===== config.mk =====
export PLATFORM = sky130hd
export DESIGN_NAME = icmp_rx
export DESIGN_NICKNAME = d
export VERILOG_FILES = /design/src/rtl/icmp_rx.sv
export SDC_FILE = /design/constraint.sdc
export NUM_CORES = 1
export LEC_CHECK = 0
export BUFFER_PORTS_ARGS = -buffer_cell sky130_fd_sc_hd__buf_4
export CORE_MARGIN = 1.5
export CORE_UTILIZATION = 56
export CTS_BUF_LIST = sky130_fd_sc_hd__clkbuf_4
export DETAILED_ROUTE_END_ITERATION = 10
export PLACE_DENSITY = 0.88
export SYNTH_ARGS = -nofsm -noshare
export SYNTH_HDL_FRONTEND = slang
export SYNTH_SLANG_ARGS = --single-unit

===== constraint.sdc =====
create_clock -name aclk -period 4.9 [get_ports aclk]
set_input_delay 0.245 -clock aclk [delete_from_list [all_inputs] [get_ports aclk]]
set_output_delay 0.245 -clock aclk [all_outputs]
set_load 0.05 [all_outputs]

===== src/rtl/icmp_rx.sv =====
// icmp_rx -- receive-side ICMP Echo Request parser.
//
// Consumes the ICMP bytes of an IPv4 datagram after the IP header stage has
// announced it with ip_header_rx_done. It checks type (8'h08), code (8'h00)
// and, optionally, the ones-complement checksum. On success it publishes the
// identifier and sequence number with a one-cycle icmp_request_done pulse.
// A rejected message gives a one-cycle icmp_error pulse instead.
//
// Optional feature macro: ICMP_RX_CHECKSUM_EN
//   defined   : the 32-bit checksum accumulator is built and the checksum
//               must fold to 16'hFFFF for a pass.
//   undefined : no accumulator; the checksum term is treated as true. The
//               FOLD/VERIFY states still run, so the latency is unchanged.
//
// Byte stream handshake: data_valid is a pure strobe with no back-pressure.
// data_in is taken on every clock edge where data_valid is high and the FSM
// is in a byte state. Strobes in IDLE, FOLD or VERIFY are ignored.
//
// Ports:
//   aclk, areset         clock, asynchronous active-high reset
//   ip_header_rx_done    start pulse; ip_payload_len sampled with it
//   ip_payload_len[15:0] ICMP message length in bytes
//   data_in[7:0]         ICMP byte, network order
//   data_valid           byte strobe
//   icmp_request_done    pulse: valid Echo Request parsed
//   icmp_id[15:0]        identifier of the last valid request
//   icmp_seq_num[15:0]   sequence number of the last valid request
//   icmp_error           pulse: message rejected
//   busy                 high whenever the FSM is not IDLE
//   dbg_state[3:0]       current FSM state, for observation only

module icmp_rx (
  input  logic        aclk,
  input  logic        areset,
  input  logic        ip_header_rx_done,
  input  logic [15:0] ip_payload_len,
  input  logic [7:0]  data_in,
  input  logic        data_valid,
  output logic        icmp_request_done,
  output logic [15:0] icmp_id,
  output logic [15:0] icmp_seq_num,
  output logic        icmp_error,
  output logic        busy,
  output logic [3:0]  dbg_state
);

  typedef enum logic [3:0] {
    S_IDLE    = 4'd0,
    S_TYPE    = 4'd1,
    S_CODE    = 4'd2,
    S_CSUM_HI = 4'd3,
    S_CSUM_LO = 4'd4,
    S_ID_HI   = 4'd5,
    S_ID_LO   = 4'd6,
    S_SEQ_HI  = 4'd7,
    S_SEQ_LO  = 4'd8,
    S_PAYLOAD = 4'd9,
    S_FOLD    = 4'd10,
    S_VERIFY  = 4'd11
  } state_t;

  state_t      state, state_nxt;
  logic [15:0] cnt;
  logic        odd;
  logic        type_ok, code_ok;
  logic [15:0] id_sh, seq_sh;
  logic        byte_state, byte_acc, short_len, csum_ok, pass;

  assign busy      = (state != S_IDLE);
  assign dbg_state = state;
  assign short_len = (ip_payload_len < 16'd8);

  always_comb begin
    byte_state = 1'b0;
    case (state)
      S_TYPE, S_CODE, S_CSUM_HI, S_CSUM_LO, S_ID_HI, S_ID_LO,
      S_SEQ_HI, S_SEQ_LO, S_PAYLOAD: byte_state = 1'b1;
      default:                       byte_state = 1'b0;
    endcase
  end

  assign byte_acc = data_valid && byte_state;

`ifdef ICMP_RX_CHECKSUM_EN
  logic [31:0] sum;
  logic [16:0] sum_f;
  logic [15:0] sum_folded;

  // Even-offset bytes are the high half of a 16-bit word. A trailing odd
  // byte therefore lands as {b,8'h00}, which is the implicit zero pad.
  always_ff @(posedge aclk or posedge areset) begin
    if (areset) begin
      sum <= 32'd0;
    end else if (ip_header_rx_done) begin
      sum <= 32'd0;
    end else if (byte_acc) begin
      sum <= sum + (odd ? {24'd0, data_in} : {16'd0, data_in, 8'd0});
    end else if (state == S_FOLD) begin
      sum <= {16'd0, sum[31:16]} + {16'd0, sum[15:0]};
    end
  end

  // Second fold plus end-around carry; a correct message sums to all ones.
  always_comb begin
    sum_f      = {1'b0, sum[31:16]} + {1'b0, sum[15:0]};
    sum_folded = sum_f[15:0] + {15'd0, sum_f[16]};
    csum_ok    = (sum_folded == 16'hFFFF);
  end
`else
  assign csum_ok = 1'b1;
`endif

  assign pass = type_ok && code_ok && csum_ok;

  always_comb begin
    state_nxt = state;
    case (state)
      S_IDLE:    state_nxt = S_IDLE;
      S_TYPE:    if (data_valid) state_nxt = S_CODE;
      S_CODE:    if (data_valid) state_nxt = S_CSUM_HI;
      S_CSUM_HI: if (data_valid) state_nxt = S_CSUM_LO;
      S_CSUM_LO: if (data_valid) state_nxt = S_ID_HI;
      S_ID_HI:   if (data_valid) state_nxt = S_ID_LO;
      S_ID_LO:   if (data_valid) state_nxt = S_SEQ_HI;
      S_SEQ_HI:  if (data_valid) state_nxt = S_SEQ_LO;
      // cnt == 1 means the byte being accepted is the last one.
      S_SEQ_LO, S_PAYLOAD:
        if (data_valid) state_nxt = (cnt == 16'd1) ? S_FOLD : S_PAYLOAD;
      S_FOLD:    state_nxt = S_VERIFY;
      S_VERIFY:  state_nxt = S_IDLE;
      default:   state_nxt = S_IDLE;
    endcase
    // A start pulse always wins, including a restart mid-message.
    if (ip_header_rx_done) state_nxt = short_len ? S_IDLE : S_TYPE;
  end

  always_ff @(posedge aclk or posedge areset) begin
    if (areset) begin
      state             <= S_IDLE;
      cnt               <= 16'd0;
      odd               <= 1'b0;
      type_ok           <= 1'b0;
      code_ok           <= 1'b0;
      id_sh             <= 16'd0;
      seq_sh            <= 16'd0;
      icmp_request_done <= 1'b0;
      icmp_error        <= 1'b0;
      icmp_id           <= 16'd0;
      icmp_seq_num      <= 16'd0;
    end else begin
      state             <= state_nxt;
      icmp_request_done <= 1'b0;
      icmp_error        <= 1'b0;
      if (ip_header_rx_done) begin
        cnt     <= ip_payload_len;
        odd     <= 1'b0;
        type_ok <= 1'b0;
        code_ok <= 1'b0;
        id_sh   <= 16'd0;
        seq_sh  <= 16'd0;
        if (short_len) icmp_error <= 1'b1;
      end else if (byte_acc) begin
        cnt <= cnt - 16'd1;
        odd <= ~odd;
        case (state)
          S_TYPE:   type_ok      <= (data_in == 8'h08);
          S_CODE:   code_ok      <= (data_in == 8'h00);
          S_ID_HI:  id_sh[15:8]  <= data_in;
          S_ID_LO:  id_sh[7:0]   <= data_in;
          S_SEQ_HI: seq_sh[15:8] <= data_in;
          S_SEQ_LO: seq_sh[7:0]  <= data_in;
          default:  ;
        endcase
      end else if (state == S_VERIFY) begin
        if (pass) begin
          icmp_request_done <= 1'b1;
          icmp_id           <= id_sh;
          icmp_seq_num      <= seq_sh;
        end else begin
          icmp_error <= 1'b1;
        end
      end
    end
  end

endmodule


## Yosys cells after proc, flatten, opt, wreduce, memory -nomap -nowiden

Memory sizes are Yosys's and may differ from the RTL's.
Cells that the tools add are included.

| word-level totals | value |
|---|---|
| register bits after elaboration | 88 |
| memory bits (read-only) | 16 |
| input bits | 28 |
| output and inout bits | 39 |
| logic and storage cells | 95 |
| memories kept | 1 |

| operators by class | value |
|---|---|
| $add $sub $neg | 1 |
| magnitude comparators | 1 |
| eq/ne operators | 21 |
| mux-type cells | 37 |
| bitwise gates (word level) | 2 |
| reduce and logical (&&, ||, !) cells | 20 |

Memories:

| name | words | bits a word | rd ports | clocked after memory_dff | wr ports | line | RTL |
|---|---|---|---|---|---|---|---|
| (no name shown) | 16 | 1 | 1 | 0 | 0 | 75 | `case (state)` |

Operators by type and width:

| cell | count |
|---|---|
| 16-bit 2-to-1 mux | 6 |
| 4-bit 2-to-1 mux | 9 |
| 4-bit case mux with 9 select lines | 1 |
| 8-bit 2-to-1 mux | 4 |
| 3-bit != test, second input constant | 8 |
| 16-bit by 1-bit equality test with 1-bit output, second input constant | 1 |
| 4-bit by 3-bit equality test with 1-bit output, second input constant | 4 |
| 4-bit equality test, second input constant | 4 |
| 16-bit by 4-bit less-than comparator with 1-bit output, second input constant | 1 |
| 1-bit 2-to-1 mux | 16 |
| 16-bit by 1-bit subtractor with 16-bit output, second input constant | 1 |
| 2-bit nonzero test | 7 |
| 2-bit AND reduction | 6 |
| 4-bit by 2-bit equality test with 1-bit output, second input constant | 2 |
| 8-bit by 4-bit equality test with 1-bit output, second input constant | 1 |
| 8-bit zero test | 1 |
| 8-bit AND reduction | 1 |
| 4-bit by 1-bit equality test with 1-bit output, second input constant | 1 |
| 4-bit AND reduction | 1 |
| 4-bit nonzero test | 1 |
| 1-bit logical AND | 2 |
| 2-bit 2-to-1 mux | 1 |
| 1-bit inverter | 2 |
| 2-bit OR reduction | 1 |

## Logic depth before layout (Yosys ltp)

Gate-level depths: netlist of the first run.

| logic depth | value |
|---|---|
| word-level depth | 5 |
| gate-level depth with buffers | 7 |
| depth with buffers taken out | 6 |

## Least setup slack after synthesis of the first run

No wires, ideal clock.

| timing | value |
|---|---|
| path kind | reg-to-reg |
| start | register state[1] (netlist: dbg_state[1]) |
| end | register cnt[7] |
| setup time | 0.082 ns |
| arrival time | 2.233 ns |
| data required time | 4.818 ns |
| path slack | 2.585 ns |
| stages on the path, launching flop included | 8 |
| buffers on the path | 3 |
| period minus slack after synthesis | 2.315 ns |
| cells stage by stage | dfrtp_1 -> buf_4 -> or4_1 -> buf_2 -> nand4_2 -> buf_2 -> or4_1 -> a31oi_1 |

| between the ends | value |
|---|---|
| word-level cells in the longest chain between the ends | 3 |

Ends and longest elaborated chain:

| item | line | RTL |
|---|---|---|
| start, declared | 62 | `state_t state, state_nxt;` |
| start signal, assigned | 151 | `state <= state_nxt;` |
| memory read 16 x 1 bit | -- |  |
| 1-bit logical AND | 82 | `assign byte_acc = data_valid && byte_state;` |
| 2-bit nonzero test (no line) | -- |  |
| end signal, assigned | 155 | `cnt <= ip_payload_len;` |
| end signal, assigned | 163 | `cnt <= cnt - 16'd1;` |
| end, declared | 63 | `logic [15:0] cnt;` |

No other way between the ends.
A chain may end at the register's enable or synchronous reset.

## Final worst setup path of the first run

| timing | value |
|---|---|
| start | register state[1] (netlist: dbg_state[1]) |
| end | register icmp_seq_num[5] |

| between the ends | value |
|---|---|
| word-level cells in the longest chain between the ends | 4 |
| elaborated cells on any way between the ends | 5 |
| classes of those cells | eq/ne: 1; bitwise: 1; reduce/logical: 2; memory: 1 |

Ends and longest elaborated chain:

| item | line | RTL |
|---|---|---|
| memory read 16 x 1 bit | -- |  |
| 1-bit logical AND | 82 |  |
| 1-bit inverter (no line) | -- |  |
| 4-bit AND reduction (no line) * | -- |  |
| end signal, assigned | 178 | `icmp_seq_num <= seq_sh;` |
| end, declared | 41 | `output logic [15:0] icmp_seq_num,` |

Mark *: on every way between the ends. The rest lies on a longest branch, timed or not.

==> flow_summary.yaml, run 1 <==
outcome:
  outcome: "completed"
global_routing:
  grt_overflow: 0
  grt_pass1_vias: 3057
  grtUsageTotal_pct: 25.3
  grt_first_pass_wirelength_um: 14600
  grt_max_degree: 89
  antenna_found_initial: 0
route:
  avgViaCountPerCell: 5.90
  wl_met3_um: 521
  route.detailed.drc: 0
  routed_wl_um: 8920
  wire_per_inst_um: 17.0
  drtIter0Drc: 274
  dr.pass1.iters: 4
  wl_met2_um: 4350
  wl_met1_um: 3800
  antenna_left: 0
  highest_layer: "met4"
  num_vias: 3084
yosys:
  synthAdderAreaFrac_pct: 0.630
  synthMuxAreaShare_pct: 13.4
  synth_ff_type: "dfrtp_1"
  synthDistinctLibCells: 41
  synthSimpleGateAreaFrac_pct: 16.0
  syn-cell-area_mm2: 0.00398
  synth_compound_area_share_pct: 10.2
  synth_cells: 364
  synth_edf_count: 0
  synth_seq_cells: 88
  synthArstFlopShare_pct: 100
  syn_area_per_cell_um2: 10.9
  synth_top_family_by_area: "simple AND/OR/NAND/NOR gates"
  synth_nets: 394
  yosysSeqAreaShare_pct: 55.4
  ys_warn_count: 0
  synth_xor_area_share_pct: 0.881
setup_path:
  cp_top_family: "simple AND/OR/NAND/NOR gates"
  cp-start-kind: "flip-flop"
  crit_path_max_incr_delay_ns: 0.61
  cp-end-kind: "flip-flop"
  worstSetupPathType: "flip-flop to flip-flop"
  crit_required_ns: 5.24
  cp_slowest_cell: "and3_1"
  critPathBufInv: 1
  worstPathCellList: "nand2_1, nor4b_1, and3_1, buf_4, mux2_2"
  cp.arrival_ns: 3.06
  cp_max_fo: 20
placement:
  gp_congestion: 0.789
  place_hpwl_um: 5900
  dp_cells: 503
  portBuffers: 66
cells_and_area:
  fin_cells: 523
  diodes: 0
  syn2layout_area_growth_pct: 18.8
  seq_area_mm2: 0.00220
  fillers: 549
  multiInputGateArea_mm2: 0.00164
  fin_nets: 452
  layout-drive-gt1-share_pct: 30.0
clock_network:
  clockRootBuffer: "clkbuf_4"
  tritoncts: "done"
  cts_buffer_depth: 2
  clock_latency_ns: 0.45
  post_cts_buffers: 0
  cts.sink_count: 88
  clkTransAtPathRegs_ns: 0.13
  cts_htree_levels: 3
  cts_made_buffers: 9
  cts-resized-gates: 0
floorplan:
  initial_core_util_pct: 58.2
  core_area_mm2: 0.00683
  fp.dieArea_mm2: 0.00761
  die_h_um: 87.3
  num_rows: 30
  boundaryPins: 67
  fp.dieW_um: 87.3
power_and_ir_drop:
  ir_drop_v: 0.000240
  powerDensity_mw_per_mm2: 302
  p_leak_uw: 0.00215
  total_power_uw: 1430
timing:
  fmax_mhz: 367
  slew_violations: 0
  post-route-period-util_pct: 55.6
  skew_ns: 0.0162
  setup_viol: 0
  maxSlewHeadroom_pct: 28.7
  rsz0062_at_grt: "no"
  hold_viol: 0
  setup_tns_ns: 0
  fin_crit_ns: 2.72
  tightest_slew_ns: 1.07
job:
  maxCapViolCount: 0
worst_hold_path:
  holdCritPathClass: "input pin to flip-flop"
## final cells by class
type                       count  area share [%]
clock inverter                 7            2.68
clock buffer                   9            1.43
tap                           96            2.54
sequential                    88            46.6
multi-input combinational    246            34.6
timing repair buffer          72            11.7
inverter                       5           0.424
## flip-flops by register name, indices dropped and copies added (netlist names)
register and cells:
icmp_request_done 1, dbg_state 4, code_ok 1, type_ok 1
icmp_error 1, id_sh 16, icmp_seq_num 16, cnt 16
icmp_id 16, seq_sh 16
## per-stage QoR
stage / setup slack [ns] / hold WS (ns) / area, um^2 / util [%]
after floorplan: 2.38 / 0.365 / 3980 / -
after global placement: 2.37 / 0.457 / 4490 / 65.7
after detailed placement: 2.21 / 0.464 / 4490 / 65.7
after CTS: 2.19 / 0.00345 / 4720 / 69.1
after global routing: 1.96 / 0.0184 / 4720 / 69.1
final: 2.18 / 0.0243 / 4720 / 69.1
## layout by cell type (no fill, tap or decap), types with 2 or more instances in the layout
cell type and instances:
nor3b_1 2, nor2_1 32, o31ai_1 8, nand2b_1 2, ha_1 2, bufinv_16 3
clkbuf_4 9, or3b_2 2, nand4_1 5, or2_2 2, nor3_1 5, and3_1 3
xor2_1 2, dfrtp_1 88, o211ai_1 5, nand3_1 7, mux2i_1 16, mux2_2 33
inv_1 4, nand4b_1 2, or4_1 13, a21oi_1 20, xnor2_1 2, buf_4 68
nor4_1 3, a31oi_1 11, nand2_1 31, or3_1 2, nand3b_1 2, o21ai_0 23
dlygate4sd3_1 4
## worst paths after layout
check / slack (ns) / depth (start not counted) / endpoint / startpoint
max in group asynchronous: 4.10 / 3 / cnt[2]$_DFFE_PP0P_ / areset
max reg2reg: 2.18 / 5 / icmp_seq_num[5]$_DFFE_PP0P_ / dbg_state[1]$_DFFE_PP0P_
min in group asynchronous: 0.12 / 3 / icmp_seq_num[12]$_DFFE_PP0P_ / areset
max: 2.18 / 5 / icmp_seq_num[5]$_DFFE_PP0P_ / dbg_state[1]$_DFFE_PP0P_
min reg2reg: 0.53 / 1 / icmp_id[4]$_DFFE_PP0P_ / icmp_id[4]$_DFFE_PP0P_
min: 0.02 / 3 / cnt[1]$_DFFE_PP0P_ / ip_payload_len[1]
## worst min-delay path: stages
cell,delay (ns)
buf_4,0.08
nand2_1,0.04
o21ai_0,0.06
## synth_stat cells, types with 7 or more instances
master / instances / area [um^2]
a21oi_1: 20 / 100
a31oi_1: 11 / 68.8
buf_2: 8 / 40.0
clkbuf_1: 13 / 48.8
dfrtp_1: 88 / 2200
mux2_2: 33 / 372
mux2i_1: 16 / 160
nand2_1: 31 / 116
nand3_1: 7 / 35.0
nor2_1: 32 / 120
o21ai_0: 23 / 115
o31ai_1: 8 / 60.1
or4_1: 13 / 97.6
## where the power goes
part | switching [uW] | total, uW | internal [uW] | leakage, uW
Clock | 260 | 524 | 264 | 0.0000987
Sequential | 21.2 | 765 | 743 | 0.00119
Combinational | 89.0 | 139 | 50.2 | 0.000866
## routing by layer
metal | global-route usage (%) | vias up
li1 | - | 1425
met1 | 34.6 | 1523
met2 | 39.4 | 116
met3 | 4.08 | 20
met4 | 12.3 | 0
met5 | 0 | -
## timing repair
action	in CTS	in global routing
endpoints found under the hold margin	4	0
endpoints found under the setup margin	0	0
hold buffers	4	0
## cells by family after synthesis
group	count (synthesis)
AOI/OAI and AO/OA	70
DFF	88
and+or+nand+nor	121
adders and majority gates	2
buffers and inverters	30
xor gates and xnor gates	4
muxes	49
(Power assumes the default switching activity.)
==> inputs of run 2 (changes only) <==
--- a/config.mk
+++ b/config.mk
@@ -7,10 +7,10 @@
 export LEC_CHECK = 0
 export BUFFER_PORTS_ARGS = -buffer_cell sky130_fd_sc_hd__buf_4
 export CORE_MARGIN = 1.5
-export CORE_UTILIZATION = 56
+export CORE_UTILIZATION = 52
 export CTS_BUF_LIST = sky130_fd_sc_hd__clkbuf_4
 export DETAILED_ROUTE_END_ITERATION = 10
-export PLACE_DENSITY = 0.88
+export PLACE_DENSITY = 0.87
 export SYNTH_ARGS = -nofsm -noshare
 export SYNTH_HDL_FRONTEND = slang
 export SYNTH_SLANG_ARGS = --single-unit
==> constraint.sdc (replaced) <==
create_clock -name aclk -period 2.3 [get_ports aclk]
set_input_delay 0.115 -clock aclk [delete_from_list [all_inputs] [get_ports aclk]]
set_output_delay 0.115 -clock aclk [all_outputs]
set_load 0.05 [all_outputs]
==> flow_summary.yaml, run 2 (same netlist as run 1, synthesis figures left out) <==
outcome:
  outcome: "completed"
cells_and_area:
  syn2layout_area_growth_pct: 24.4
  fin_nets: 481
  fillers: 504
  final_core_util_pct: 67.5
  diodes: 0
  layout_common_cells: "dfrtp_1 (86), buf_4 (74), mux2_2 (33)"
  multiInputGateArea_mm2: 0.00164
  layout-drive-gt1-share_pct: 29.8
  seq_area_mm2: 0.00220
  final_common_cell: "dfrtp_1"
clock_network:
  cts_buffer_depth: 2
  tritoncts: "done"
  post_cts_buffers: 0
  clockRootBuffer: "clkbuf_4"
  clkTransAtPathRegs_ns: 0.14
  cts_made_buffers: 9
  cts.sink_count: 88
  clock_latency_ns: 0.44
  cts_htree_levels: 3
  cts-resized-gates: 0
route:
  drtIter0Drc: 435
  dr.pass1.iters: 5
  route.detailed.drc: 0
  avgViaCountPerCell: 5.87
  num_vias: 3257
  antenna_left: 0
  routed_wl_um: 9280
  wire_per_inst_um: 16.7
setup_path:
  cp.arrival_ns: 2.49
  worstSetupPathType: "flip-flop to flip-flop"
  cp-end-kind: "flip-flop"
  cp-start-kind: "flip-flop"
  crit_required_ns: 2.69
  cp_max_fo: 11
floorplan:
  core_area_mm2: 0.00733
  boundaryPins: 67
  fp.dieArea_mm2: 0.00818
  initial_core_util_pct: 54.2
  die_h_um: 90.4
  fp.dieW_um: 90.4
  num_rows: 31
global_routing:
  grtUsageTotal_pct: 24.4
  top_usage_layer: "met2"
  grt_max_degree: 56
  grt_overflow: 0
  grt_use_met1_pct: 33.1
  met2_usage_pct: 39.0
  grt_pass1_vias: 3236
  grt_first_pass_wirelength_um: 15900
  use_met3_pct: 3.37
  antenna_found_initial: 0
placement:
  gp_congestion: 0.854
  place_hpwl_um: 6020
  portBuffers: 66
timing:
  fin_crit_ns: 2.10
  maxSlewHeadroom_pct: 54.9
  setup_tns_ns: 0
  post-route-period-util_pct: 91.4
  tightest_slew_ns: 0.674
  setup_viol: 0
  skew_ns: 0.0125
  slew_violations: 0
  hold_viol: 0
  fmax_mhz: 476
  rsz0062_at_grt: "no"
power_and_ir_drop:
  ir_drop_v: 0.000344
  p_leak_uw: 0.00224
  powerDensity_mw_per_mm2: 558
job:
  maxCapViolCount: 0
worst_hold_path:
  holdCritPathClass: "input pin to flip-flop"
[run 2: final timing paths]
kind | slack [ns] | to | startpoint | cells past startpoint
setup / recovery | 0.20 | cnt[8]$_DFFE_PP0P_ | cnt[0]$_DFFE_PP0P_ | 6
hold / removal | 0.13 | dbg_state[1]$_DFFE_PP0P_ | data_valid | 3
setup reg to reg | 0.20 | cnt[8]$_DFFE_PP0P_ | cnt[0]$_DFFE_PP0P_ | 6
hold reg to reg | 0.51 | icmp_id[3]$_DFFE_PP0P_ | id_sh[3]$_DFFE_PP0P_ | 1
max in group asynchronous | 1.43 | cnt[3]$_DFFE_PP0P_ | areset | 4
min in group asynchronous | 0.22 | cnt[12]$_DFFE_PP0P_ | areset | 3
[run 2: routing by layer]
metal | wire length, um | share of wire (%)
met3 | 500 | 5.4
met2 | 4550 | 49
met1 | 4000 | 43
met5 | 0 | 0
met4 | 238 | 2.6
[run 2: final cells by class]
type / count / area share [%]
tap: 99 / 2.51
sequential: 88 / 44.6
clock buffer: 9 / 1.37
timing repair buffer: 101 / 16.9
clock inverter: 7 / 1.11
multi-input combinational: 246 / 33.1
inverter: 5 / 0.455
[run 2: where the power goes]
part	leakage, uW	switching, uW	internal [uW]
Clock	0.0000581	560	231
Combinational	0.000993	199	139
Sequential	0.00118	46.5	1580
Total	0.00224	806	1950
[run 2: critical path, cell delays in order, from the launching register on]
cell and delay [ns]:
dfrtp_1 0.42, inv_1 0.09, ha_1 0.16, nor3b_1 0.20, nand4_1 0.37, or4_2 0.72, nand3_1 0.10
[run 2: through the flow]
step / power, uW / hold WS [ns] / std cells / area (um^2) / setup slack (ns)
2_1_floorplan: 1840 / 0.235 / 364 / 3980 / 0.0805
3_3_place_gp: 1940 / 0.149 / 513 / 4560 / 0.304
3_5_place_dp: 1960 / 0.155 / 513 / 4560 / 0.238
4_1_cts: 2770 / 0.110 / 555 / 4940 / 0.212
5_1_grt: 2880 / 0.155 / 555 / 4940 / 0.0393
6_report: 2760 / 0.128 / 555 / 4940 / 0.199
[run 2: repair_timing]
action,CTS,global route
endpoints found under the hold margin,64,0
hold buffers,26,0
endpoints found under the setup margin,0,0
==> inputs of run 3 (changes only) <==
--- a/config.mk
+++ b/config.mk
@@ -7,10 +7,11 @@
 export LEC_CHECK = 0
 export BUFFER_PORTS_ARGS = -buffer_cell sky130_fd_sc_hd__buf_4
 export CORE_MARGIN = 1.5
-export CORE_UTILIZATION = 52
+export CORE_UTILIZATION = 56
 export CTS_BUF_LIST = sky130_fd_sc_hd__clkbuf_4
 export DETAILED_ROUTE_END_ITERATION = 10
-export PLACE_DENSITY = 0.87
+export PLACE_DENSITY = 0.88
+export REMOVE_ABC_BUFFERS = 1
 export SYNTH_ARGS = -nofsm -noshare
 export SYNTH_HDL_FRONTEND = slang
 export SYNTH_SLANG_ARGS = --single-unit
==> constraint.sdc (replaced) <==
create_clock -name aclk -period 2.46 [get_ports aclk]
set_input_delay 0.123 -clock aclk [delete_from_list [all_inputs] [get_ports aclk]]
set_output_delay 0.123 -clock aclk [all_outputs]
set_load 0.05 [all_outputs]
==> flow_summary.yaml, run 3 (same netlist as run 1, synthesis figures left out) <==
placement:
  portBuffers: 66
  place_hpwl_um: 5650
  post-place-ws_ns: 0.312
  gp_congestion: 0.847
timing:
  tightest_slew_ns: 0.619
  fin_crit_ns: 2.19
  hold_viol: 0
  skew_ns: 0.00942
  slew_violations: 0
  maxSlewHeadroom_pct: 58.4
  post-route-period-util_pct: 89.0
  worst_slack_ns: 0.270
  rsz0062_at_grt: "no"
  fmax_mhz: 457
  setup_viol: 0
setup_path:
  cp_max_fo: 16
  reg2reg_depth: 4
  crit_required_ns: 2.84
  cp-end-kind: "flip-flop"
  worstSetupPathType: "flip-flop to flip-flop"
  ff2ff_setup_slack_ns: 0.27
  rr_endpoint: "cnt[8]$_DFFE_PP0P_"
  cp-start-kind: "flip-flop"
  cp.arrival_ns: 2.57
  worstReg2RegStart: "dbg_state[3]$_DFFE_PP0P_"
clock_network:
  post_cts_buffers: 0
  clock_latency_ns: 0.43
  clockRootBuffer: "clkbuf_4"
  cts.sink_count: 88
  tritoncts: "done"
  clkTransAtPathRegs_ns: 0.15
  cts_buffer_depth: 2
  cts_htree_levels: 3
  cts_made_buffers: 9
worst_hold_path:
  holdCritPathClass: "input pin to flip-flop"
  min_to: "dbg_state[2]$_DFFE_PP0P_"
  min_from: "data_valid"
  whs_path_depth: 4
global_routing:
  grtUsageTotal_pct: 25.2
  grt_pass1_vias: 3105
  grt_max_degree: 89
  grt_first_pass_wirelength_um: 14700
  grt_overflow: 0
  antenna_found_initial: 0
job:
  maxCapViolCount: 0
route:
  antenna_left: 0
  routed_wl_um: 8870
  route.detailed.drc: 0
  wire_per_inst_um: 16.1
  num_vias: 3178
  dr.pass1.iters: 4
  drtIter0Drc: 169
  avgViaCountPerCell: 5.78
cells_and_area:
  fin_nets: 479
  final_common_cell: "dfrtp_1"
  syn2layout_area_growth_pct: 23.9
  layout-drive-gt1-share_pct: 29.3
  diodes: 0
  layout_common_cells: "dfrtp_1 (88), buf_4 (72), mux2_2 (33)"
  final_core_util_pct: 72.1
power_and_ir_drop:
  p_leak_uw: 0.00224
  powerDensity_mw_per_mm2: 525
  ir_drop_v: 0.000369
floorplan:
  initial_core_util_pct: 58.2
  boundaryPins: 67
  num_rows: 30
  die_h_um: 87.3
  fp.dieW_um: 87.3
  core_area_mm2: 0.00683
  fp.dieArea_mm2: 0.00761
outcome:
  outcome: "completed"
## run 3: per-stage QoR
step	cell area (um^2)	hold slack (ns)	cells	power [uW]	TNS, ns
3_5_place_dp	4540	0.264	508	1820	0
5_1_grt	4930	0.127	550	2710	0
6_report	4930	0.135	550	2590	0
3_3_place_gp	4540	0.260	508	1810	0
2_1_floorplan	3860	0.186	339	1690	-11.04
4_1_cts	4930	0.112	550	2600	0
## run 3: area by class of cell
cell class	count	area, um^2
multi-input cells	246	1640
flip-flops and latches	88	2200
fillers	486	1910
inverters	5	20.0
clock inverters	6	52.6
clock buffers	10	75.1
repair buffers	99	821
well taps	96	120
## run 3: worst max path at each step
| stage | from | endpoint | slack, ns |
|---|---|---|---|
| after floorplan | dbg_state[0]$_DFFE_PP0P_ | icmp_id[0]$_DFFE_PP0P_ | -0.33 |
| after global placement | cnt[0]$_DFFE_PP0P_ | cnt[8]$_DFFE_PP0P_ | 0.44 |
| after detailed placement | dbg_state[3]$_DFFE_PP0P_ | cnt[14]$_DFFE_PP0P_ | 0.31 |
| after CTS | dbg_state[3]$_DFFE_PP0P_ | cnt[8]$_DFFE_PP0P_ | 0.27 |
| after global routing | dbg_state[0]$_DFFE_PP0P_ | icmp_seq_num[7]$_DFFE_PP0P_ | 0.13 |
| final | dbg_state[3]$_DFFE_PP0P_ | cnt[8]$_DFFE_PP0P_ | 0.27 |
## run 3: where the power goes
group          internal [uW]  switching, uW  leakage, uW  total [uW]
clock network            235            520    0.0000655         755
logic                    129            182     0.000986         310
registers               1480           42.7      0.00119        1520
total                   1840            744      0.00224        2590
## run 3: critical path: stages, from the launching register on
cell	delay, ns
dfrtp_1	0.62
or4_1	0.27
nand4_1	0.40
or4_2	0.75
nand3_1	0.10
## run 3: what timing repair did
action	CTS	global route
endpoints found under the hold margin	136	0
hold buffers	26	0
gates resized for setup	0	0
## run 3: per-layer routing
layer / global-route usage [%] / part of all wire [%]
met1: 34.1 / 44
met2: 38.7 / 47
met3: 5.31 / 4.6
met4: 12.6 / 4.0
met5: 0 / 0
